--- config.mk ---
export PLATFORM = sky130hd
export DESIGN_NAME = exposure_sequencer
export DESIGN_NICKNAME = d
export VERILOG_FILES = /design/src/rtl/pixel_ctrl_pkg.sv /design/src/rtl/phase_timer.sv /design/src/rtl/exposure_sequencer.sv
export SDC_FILE = /design/constraint.sdc
export NUM_CORES = 1
export LEC_CHECK = 0
export ABC_AREA = 1
export CORE_UTILIZATION = 35
export DETAILED_ROUTE_END_ITERATION = 6
export GPL_TIMING_DRIVEN = 0
export HOLD_SLACK_MARGIN = 0.15
export SYNTH_ARGS = -nofsm -noshare
export SYNTH_HDL_FRONTEND = slang
export SYNTH_SLANG_ARGS = --single-unit
--- constraint.sdc ---
create_clock -name clk -period 1.8 [get_ports clk]
set_input_delay 0.36 -clock clk [delete_from_list [all_inputs] [get_ports clk]]
set_output_delay 0.36 -clock clk [all_outputs]
set_load 0.02 [all_outputs]
--- src/rtl/pixel_ctrl_pkg.sv ---
// Shared types and helpers for the pixel-array frame sequencer.
// Optional feature macro used by the sequencer: EXPOSURE_SEQ_CONTINUOUS_EN.
package pixel_ctrl_pkg;

   typedef enum logic [2:0] {
      IDLE    = 3'd0,
      ERASE   = 3'd1,
      EXPOSE  = 3'd2,
      CONVERT = 3'd3,
      READ    = 3'd4
   } seq_state_t;

   // Width of the shared phase timer: it must hold the longest phase load value.
   function automatic int timer_width(input int exp_w, input int cnt_w, input int erase_n);
      int w;
      w = exp_w;
      if (cnt_w + 1 > w) begin
         w = cnt_w + 1;
      end
      if ($clog2(erase_n + 1) > w) begin
         w = $clog2(erase_n + 1);
      end
      return w;
   endfunction

endpackage

--- src/rtl/phase_timer.sv ---
// Loadable down-counter shared by all timed phases. Saturates at zero.
module phase_timer #(
   parameter int WIDTH = 16
) (
   input  logic             clk,
   input  logic             reset,
   input  logic             load,
   input  logic [WIDTH-1:0] value,
   output logic             expired
);

   logic [WIDTH-1:0] count_q;
   logic [WIDTH-1:0] count_d;

   // Next count: load wins, otherwise count down and hold at zero.
   always_comb begin
      count_d = count_q;
      if (load) begin
         count_d = value;
      end else if (count_q != {WIDTH{1'b0}}) begin
         count_d = count_q - {{(WIDTH-1){1'b0}}, 1'b1};
      end else begin
         count_d = count_q;
      end
   end

   // Counter register with synchronous reset.
   always_ff @(posedge clk) begin
      if (reset) begin
         count_q <= {WIDTH{1'b0}};
      end else begin
         count_q <= count_d;
      end
   end

   assign expired = (count_q == {WIDTH{1'b0}});

endmodule

--- src/rtl/exposure_sequencer.sv ---
// Frame controller: erase, exposure, ADC ramp conversion, then pixel readout
// with valid/ready handshake. Optional macro EXPOSURE_SEQ_CONTINUOUS_EN lets
// `cont` chain frames back-to-back without a new `start`.
module exposure_sequencer
   import pixel_ctrl_pkg::*;
#(
   parameter int pixel_count   = 4,
   parameter int counter_width = 8,
   parameter int exp_width     = 16,
   parameter int erase_cycles  = 4
) (
   input  logic                           clk,
   input  logic                           reset,
   input  logic                           start,
   input  logic [exp_width-1:0]           exposure_cycles,
   input  logic                           cont,
   output logic                           erase,
   output logic                           expose,
   output logic                           convert,
   output logic                           read,
   output logic [$clog2(pixel_count)-1:0] pixel_select,
   input  logic                           out_ready,
   output logic                           busy,
   output logic                           frame_done
);

   localparam int TW = timer_width(exp_width, counter_width, erase_cycles);
   localparam int PW = $clog2(pixel_count);
   localparam logic [TW-1:0] ERASE_LOAD = TW'(erase_cycles - 1);
   localparam logic [TW-1:0] CONV_LOAD  = TW'((2 ** counter_width) - 1);
   localparam logic [PW-1:0] LAST_PIX   = PW'(pixel_count - 1);

   seq_state_t          state_q, state_d;
   logic [exp_width-1:0] exp_q, exp_d;
   logic [PW-1:0]       pix_q, pix_d;
   logic                erase_q, erase_d, expose_q, expose_d;
   logic                convert_q, convert_d, read_q, read_d;
   logic                busy_q, busy_d, done_q, done_d;
   logic                tmr_load;
   logic [TW-1:0]       tmr_value;
   logic [TW-1:0]       exp_load;
   logic                tmr_expired;
   logic                accept;

   phase_timer #(.WIDTH(TW)) u_timer (
      .clk     (clk),
      .reset   (reset),
      .load    (tmr_load),
      .value   (tmr_value),
      .expired (tmr_expired)
   );

   assign accept = (state_q == READ) && out_ready;

`ifndef EXPOSURE_SEQ_CONTINUOUS_EN
   logic unused_cont;
   assign unused_cont = cont;
`endif

   // Exposure load value; a latched zero still gives one exposure cycle.
   always_comb begin
      if (exp_q == {exp_width{1'b0}}) begin
         exp_load = {TW{1'b0}};
      end else begin
         exp_load = TW'(exp_q) - TW'(1);
      end
   end

   // State register plus all registered outputs.
   always_ff @(posedge clk) begin
      if (reset) begin
         state_q   <= IDLE;
         exp_q     <= {exp_width{1'b0}};
         pix_q     <= {PW{1'b0}};
         erase_q   <= 1'b0;
         expose_q  <= 1'b0;
         convert_q <= 1'b0;
         read_q    <= 1'b0;
         busy_q    <= 1'b0;
         done_q    <= 1'b0;
      end else begin
         state_q   <= state_d;
         exp_q     <= exp_d;
         pix_q     <= pix_d;
         erase_q   <= erase_d;
         expose_q  <= expose_d;
         convert_q <= convert_d;
         read_q    <= read_d;
         busy_q    <= busy_d;
         done_q    <= done_d;
      end
   end

   // Next state, timer loads, exposure latch and readout counter.
   always_comb begin
      state_d   = state_q;
      exp_d     = exp_q;
      pix_d     = pix_q;
      done_d    = 1'b0;
      tmr_load  = 1'b0;
      tmr_value = {TW{1'b0}};
      case (state_q)
         IDLE: begin
            if (start) begin
               state_d   = ERASE;
               exp_d     = exposure_cycles;
               tmr_load  = 1'b1;
               tmr_value = ERASE_LOAD;
            end else begin
               state_d = IDLE;
            end
         end
         ERASE: begin
            if (tmr_expired) begin
               state_d   = EXPOSE;
               tmr_load  = 1'b1;
               tmr_value = exp_load;
            end else begin
               state_d = ERASE;
            end
         end
         EXPOSE: begin
            if (tmr_expired) begin
               state_d   = CONVERT;
               tmr_load  = 1'b1;
               tmr_value = CONV_LOAD;
            end else begin
               state_d = EXPOSE;
            end
         end
         CONVERT: begin
            if (tmr_expired) begin
               state_d = READ;
               pix_d   = {PW{1'b0}};
            end else begin
               state_d = CONVERT;
            end
         end
         READ: begin
            if (accept) begin
               if (pix_q == LAST_PIX) begin
                  done_d  = 1'b1;
                  pix_d   = {PW{1'b0}};
                  state_d = IDLE;
`ifdef EXPOSURE_SEQ_CONTINUOUS_EN
                  if (cont) begin
                     state_d   = ERASE;
                     exp_d     = exposure_cycles;
                     tmr_load  = 1'b1;
                     tmr_value = ERASE_LOAD;
                  end else begin
                     state_d = IDLE;
                  end
`endif
               end else begin
                  pix_d = pix_q + PW'(1);
               end
            end else begin
               state_d = READ;
            end
         end
         default: begin
            state_d = IDLE;
            pix_d   = {PW{1'b0}};
         end
      endcase
   end

   // Control outputs decoded from the next state so they can be registered.
   always_comb begin
      erase_d   = 1'b0;
      expose_d  = 1'b0;
      convert_d = 1'b0;
      read_d    = 1'b0;
      busy_d    = (state_d != IDLE);
      case (state_d)
         ERASE:   erase_d   = 1'b1;
         EXPOSE:  expose_d  = 1'b1;
         CONVERT: convert_d = 1'b1;
         READ:    read_d    = 1'b1;
         default: busy_d    = 1'b0;
      endcase
   end

   assign erase        = erase_q;
   assign expose       = expose_q;
   assign convert      = convert_q;
   assign read         = read_q;
   assign pixel_select = pix_q;
   assign busy         = busy_q;
   assign frame_done   = done_q;

endmodule
=== After elaboration in Yosys (flattened, before gate mapping) ===
Index checks and enable logic that the tools add are counted.

* Register bits after elaboration: 43
* Input bits: 21
* Output and inout port bits: 8
* Logic and storage cells: 68

* Add/sub/neg operators: 3
* Equal/unequal tests: 11
* Multiplexer cells: 26
* Bitwise operators: 4
* Reduce and logical (&&, ||, !) cells: 14

{| class="wikitable"
|+ Operators by type and width
! operator !! count
|-
| 16-bit 2-to-1 mux || 4
|-
| 16-bit case mux with 3 select lines || 1
|-
| 16-bit zero test || 2
|-
| 16-bit by 1-bit subtractor with 16-bit output (second input constant) || 2
|-
| 16-bit nonzero test || 1
|-
| 3-bit case mux with 5 select lines || 1
|-
| 3-bit by 2-bit equality test with 1-bit output (second input constant) || 4
|-
| 2-bit 2-to-1 mux || 5
|-
| 1-bit 2-to-1 mux || 9
|-
| 3-bit 2-to-1 mux || 3
|-
| 8-bit 2-to-1 mux || 1
|-
| 3-bit by 1-bit equality test with 1-bit output (second input constant) || 2
|-
| 3-bit equality test (second input constant) || 2
|-
| 2-bit case mux with 3 select lines || 1
|-
| 3-bit OR reduction || 2
|-
| 2-bit != test (second input constant) || 2
|-
| 1-bit inverter || 4
|-
| 2-bit OR reduction || 2
|-
| 4-bit OR reduction || 1
|-
| 3-bit zero test || 1
|-
| 3-bit AND reduction || 1
|-
| 3-bit nonzero test || 1
|-
| 2-bit by 1-bit adder with 2-bit output (second input constant) || 1
|-
| 2-bit equality test (second input constant) || 1
|-
| 4 further kinds || 4
|}

=== Longest topological paths before layout ===
* Word-level depth: 8
* Gate-level depth with buffers: 12

=== Modules after synthesis ===
Synthesis repeated with hierarchy kept, for this count alone.

* Cells, all modules: 411
* Area, all modules: 2,646.3 µm²

{| class="wikitable"
|+ Modules (own cells, without submodules)
! module !! times used !! cells each !! area each (µm²) !! sequential area each (µm²)
|-
| exposure_sequencer || 1 || 232 || 1,531.5 || 540.5
|-
| phase_timer || 1 || 179 || 1,114.8 || 320.3
|}

=== Worst setup path before layout ===
No wires, ideal clock.

* Path kind: flip-flop to flip-flop
* Start point: register u_timer.count_q[0]
* End point: register u_timer.count_q[15]
* Data arrival time: 1.349 ns
* Required time: 1.691 ns
* Path slack: 0.342 ns
* Stages on the path, launching flop included: 13
* Path buffers: 1
* Cell sequence: dfxtp_1 -> inv_1 -> ha_1 -> nand2_1 -> nor2_4 -> nand3_2 -> nand2_4 -> inv_4 -> buf_6 -> nand2_1 -> nand3_1 -> nand2_1 -> inv_1

* Word-level cells in the longest chain between the ends: 4
* Elaborated cells on any way between the ends: 10
* Classes of those cells: add/sub (1); mux (6); reduce/logical (3)

{| class="wikitable"
|+ RTL lines
! what !! line !! RTL
|-
| start, declared || phase_timer.sv:12 || <nowiki>logic [WIDTH-1:0] count_q;</nowiki>
|-
| start signal, assigned || phase_timer.sv:30 || <nowiki>count_q <= {WIDTH{1'b0}};</nowiki>
|-
| start signal, assigned || phase_timer.sv:32 || <nowiki>count_q <= count_d;</nowiki>
|-
| parallel branches: the longest is 4 deep, another holds 16-bit by 1-bit subtractor with 16-bit output || -- ||
|}

Parallel ways; which one is timed is not known. The select of a mux whose other input is x is not followed.
A chain may end at the register's enable or synchronous reset.

=== Worst setup path in the final report ===
* Start point: register u_timer.count_q[0]
* End point: register u_timer.count_q[5]

* Word-level cells in the longest chain between the ends: 4
* Elaborated cells on any way between the ends: 11
* Classes of those cells: add/sub (1); mux (7); reduce/logical (3)

{| class="wikitable"
|+ RTL lines
! what
|-
| parallel branches: the longest is 4 deep, another holds 16-bit by 1-bit subtractor with 16-bit output
|}

Parallel ways; which one is timed is not known. The select of a mux whose other input is x is not followed.

==> metrics.md <==
| Metric | Value |
|---|---|
| Run status | completed |
| Worst supply voltage drop on vdd | 473 uV |
| Global-route wire length before repair | 10,200 um |
| Initial Utilization | 0.371 |
| Final Net Count | 461 |
| Worst hold endpoint | pixel_select[1] |
| Worst setup skew after layout | 0.00765 ns |
| Via-to-Cell Ratio | 4.69 |
| Cell type with the largest total area after synthesis | sky130_fd_sc_hd__dfxtp_1 |
| TritonCTS buffer count | 5 |
| Total Power | 4.42 mW |
| Switching component of the power | 2.01 mW |
| Simple-Gate Fraction of Synth Area | 0.395 |
| Worst EP arrival | 1.92 ns |
| Main flop type after synthesis | sky130_fd_sc_hd__dfxtp_1 |
| Number of distinct standard cells referenced by the synthesized netlist | 28 |
| Via count of the first global-routing pass | 2,113 |
| Number of instances in the synthesized netlist | 397 |
| Endpoint class of the critical path | register |
| Combinational share of power | 0.530 |
| Routed WL | 6410 um |
| Die area | 0.00771 mm^2 |
| First-pass iteration count of the detailed router | 4 |
| Die Width | 87.8 um |
| Min Clock Period, post-route | 1.67 ns |
| Max Fanout on Critical Path | 6 |
| MaxCap Viol Count | 0 |
| Clock tree from TritonCTS | built |
| Setup repair after global routing missed its margin | no |
| Synthesized net count | 423 |
| Maximum number of pins on one net before global-route repair | 15 |
| Met2 track utilization from global routing | 0.259 |
| Number of antenna diodes | 0 |
| DRC marker count from the first detailed-route iteration | 144 |
| Final instance area | 0.00318 mm^2 |
| Share of layout cells above drive strength 1 | 0.115 |
| Hold depth | 2 |
| Detailed-route via count | 2,493 |
| Mux share of post-synthesis cell area | 0 |
| Clk Tree Root Cell | sky130_fd_sc_hd__clkbuf_8 |
| Global Route met1 Usage | 0.253 |
| Min-Delay Startpoint | pixel_select[1] |
| Post-route setup TNS | 0 ns |
| Number of antenna violations at the first check in global routing | 0 |
| Synth Register Bits | 43 |
| Growth of design area from synthesis to finish | 23.3% |
| R2R Path Start | u_timer.count_q[0] |
| Wirelength per Cell | 12.1 um |
| Relative max-transition margin | 0.699 |
| Maximum number of buffers from clock root to sink | 2 |
| Area after detailed placement | 0.00297 mm^2 |
| Proportion of netlist area held by the largest area contributor | 0.334 |
| Met3 global-route usage | 0.0292 |
| Slew of the pin with the lowest slew margin | 0.450 ns |
| Average instance area after synthesis | 6.49 um^2 |
| Required time at the worst-slack endpoint | 2.05 ns |
| Final setup vio count | 0 |
| Total number of clock tree sinks | 43 |
| Startpoint type of the worst setup path | register |
| Main area contributors after synthesis | sky130_fd_sc_hd__dfxtp_1, sky130_fd_sc_hd__nand2_1, sky130_fd_sc_hd__nor2_1, sky130_fd_sc_hd__nand3_1, sky130_fd_sc_hd__inv_1 |
| Cell with the most instances after synthesis | sky130_fd_sc_hd__nand2_1 |
| Power density relative to cell area | 1390 mW/mm^2 |
| Terminus of the critical flop-to-flop path | u_timer.count_q[5] |
| Setup Crit Path Kind | register to register |
| Core area | 0.00694 mm^2 |
| Count of flip-flops with a built-in enable after synthesis | 0 |
| Clock Power Share | 0.173 |
| Share of the synthesized area in compound gates (AO/OA/AOI/OAI) | 0.117 |
| Number of buffers inserted by hold repair at cts | 0 |
| Share of synthesized registers carrying an async set or reset | 0 |
| Hold Vio Cnt, Final | 0 |
| Fraction of the cycle the final worst path needs | 0.928 |
| Kind of path behind the tightest hold check | register to register |
| Overflow left after global routing | 0 |
| Pleak | 1.48 nW |
| Number of top-level pins | 29 |
| Share of the yosys chip area belonging to registers | 0.334 |
| Skew-Pair Late Insertion Delay | 0.30 ns |
| Final max-slew violation count | 0 |
| Chip Height | 87.8 um |
| Antenna-violating nets left | 0 |
| Number of remaining DRC errors | 0 |
| Maximum operating frequency | 598 MHz |
| Std cell rows | 30 |
| Worst R2R Setup Slack | 0.13 ns |
| Clk slew on worst S/H paths | 0.09 ns |
| Main combinational cell family by area after synthesis | simple AND/OR/NAND/NOR gates |
| Post-synthesis share of cell area spent on xor and xnor gates | 0.0510 |
| Cell area after synthesis | 0.00258 mm^2 |
| Number of cells on the worst reg-to-reg path | 10 |
| Net switching fraction of the power | 0.454 |
| Commonest cells post-synth | sky130_fd_sc_hd__nand2_1, sky130_fd_sc_hd__nor2_1, sky130_fd_sc_hd__dfxtp_1 |
| Grt peak-use layer | met2 |
| Number of H-tree levels | 2 |
| HPWL after DPL | 5000 um |
| Power share of the sequential group | 0.297 |
| Adder and majority gate portion of the synthesized area | 0.0243 |
| Yosys warning total | 0 |
| Final weighted congestion of routability-driven global placement | 0.896 |
| Power Internal | 2.42 mW |
| Number of buffers inserted by port buffering | 27 |
| Global-route usage over all layers | 0.173 |
[registers in the layout (all words and copies together) (netlist names)]
register and cells:
frame_done 1, busy 1, exp_q 16, convert 1
expose 1, u_timer.count_q 16, state_q 3, erase 1
pixel_select 2, read 1
[cell families (layout without fill, tap and decap cells)]
kind of cell               after synthesis  in the layout
xor gates and xnor gates                15             15
AOI/OAI and AO/OA                       58             58
adders and majority gates                5              5
and+or+nand+nor                        225            226
buffers and inverters                   51             89
DFF                                     43             43
[worst max path at each step]
stage / from / end / slack, ns / cells after the start
after floorplan: u_timer.count_q[0] / u_timer.count_q[15] / 0.34 / 12
after global placement: reset / exp_q[15] / 0.008 / 5
after detailed placement: reset / exp_q[14] / -0.01 / 5
after CTS: u_timer.count_q[0] / busy / 0.06 / 11
after global routing: u_timer.count_q[0] / u_timer.count_q[14] / 0.008 / 10
final: u_timer.count_q[0] / u_timer.count_q[5] / 0.13 / 10
[per-layer routing]
metal | vias up | part of all wire | routed length [um]
met4 | 0 | 0.014 | 88
met1 | 1089 | 0.51 | 3290
met5 | - | 0 | 0
met2 | 53 | 0.44 | 2810
li1 | 1342 | - | -
met3 | 9 | 0.036 | 229
[repair_timing]
action / CTS / global route
endpoints found under the setup margin: 0 / 18
buffers inserted: 0 / 3
gates resized for setup: 0 / 14
endpoints found under the hold margin: 0 / 0
[layout by cell type, fill, tap and decap left out, types with 4 or more instances in the layout]
| cell | Yosys | final |
|---|---|---|
| sky130_fd_sc_hd__nor2_1 | 72 | 69 |
| sky130_fd_sc_hd__inv_1 | 40 | 40 |
| sky130_fd_sc_hd__clkdlybuf4s50_1 | 0 | 27 |
| sky130_fd_sc_hd__clkbuf_8 | 0 | 5 |
| sky130_fd_sc_hd__nor2_4 | 6 | 9 |
| sky130_fd_sc_hd__nand2_1 | 88 | 86 |
| sky130_fd_sc_hd__ha_1 | 5 | 5 |
| sky130_fd_sc_hd__nand3b_1 | 4 | 4 |
| sky130_fd_sc_hd__dfxtp_1 | 43 | 42 |
| sky130_fd_sc_hd__nand3_1 | 34 | 33 |
| sky130_fd_sc_hd__xor2_1 | 12 | 12 |
| sky130_fd_sc_hd__a21oi_1 | 26 | 26 |
| sky130_fd_sc_hd__o21ai_1 | 8 | 7 |
| sky130_fd_sc_hd__o21ai_0 | 21 | 21 |
| sky130_fd_sc_hd__nor2_2 | 8 | 9 |
| sky130_fd_sc_hd__nand2_4 | 2 | 4 |
| sky130_fd_sc_hd__nor3_1 | 5 | 5 |
[layout make-up]
class / instances / area [um^2]
plain buffers: 6 / 32.5
clock buffers: 5 / 68.8
multi-input cells: 304 / 1570
inverters: 45 / 171
repair buffers: 30 / 305
well taps: 96 / 120
flip-flops and latches: 43 / 862
fillers: 712 / 3770
clock inverters: 3 / 43.8
[metrics by stage]
step | hold WS, ns | cells | worst slack [ns] | utilization
final | 0.488 | 532 | 0.129 | 0.457
after floorplan | 0.429 | 397 | 0.342 | -
after global placement | 0.476 | 520 | 0.00846 | 0.427
after CTS | 0.489 | 528 | 0.0629 | 0.443
after global routing | 0.527 | 532 | 0.00834 | 0.457
after detailed placement | 0.478 | 520 | -0.0129 | 0.427
[worst max-delay path: stages, from the launching register on]
cell,delay [ns]
sky130_fd_sc_hd__dfxtp_2,0.35
sky130_fd_sc_hd__inv_1,0.11
sky130_fd_sc_hd__ha_1,0.21
sky130_fd_sc_hd__nand3_1,0.13
sky130_fd_sc_hd__nor2_4,0.15
sky130_fd_sc_hd__nand2_2,0.11
sky130_fd_sc_hd__nor2_2,0.10
sky130_fd_sc_hd__nand2_2,0.10
sky130_fd_sc_hd__o21ai_1,0.23
sky130_fd_sc_hd__nor2_1,0.06
sky130_fd_sc_hd__nor2_1,0.07
[power groups by stage]
stage                     sequential [mW]  clock (mW)  combinational, mW
final                                1.31       0.764               2.35
after global routing                 1.34       0.827               2.64
after CTS                            1.31       0.787               2.20
after detailed placement             1.33           0               2.18
after global placement               1.33           0               2.18
after floorplan                      1.31           0               1.70
Power figures use the tool's default switching activity.
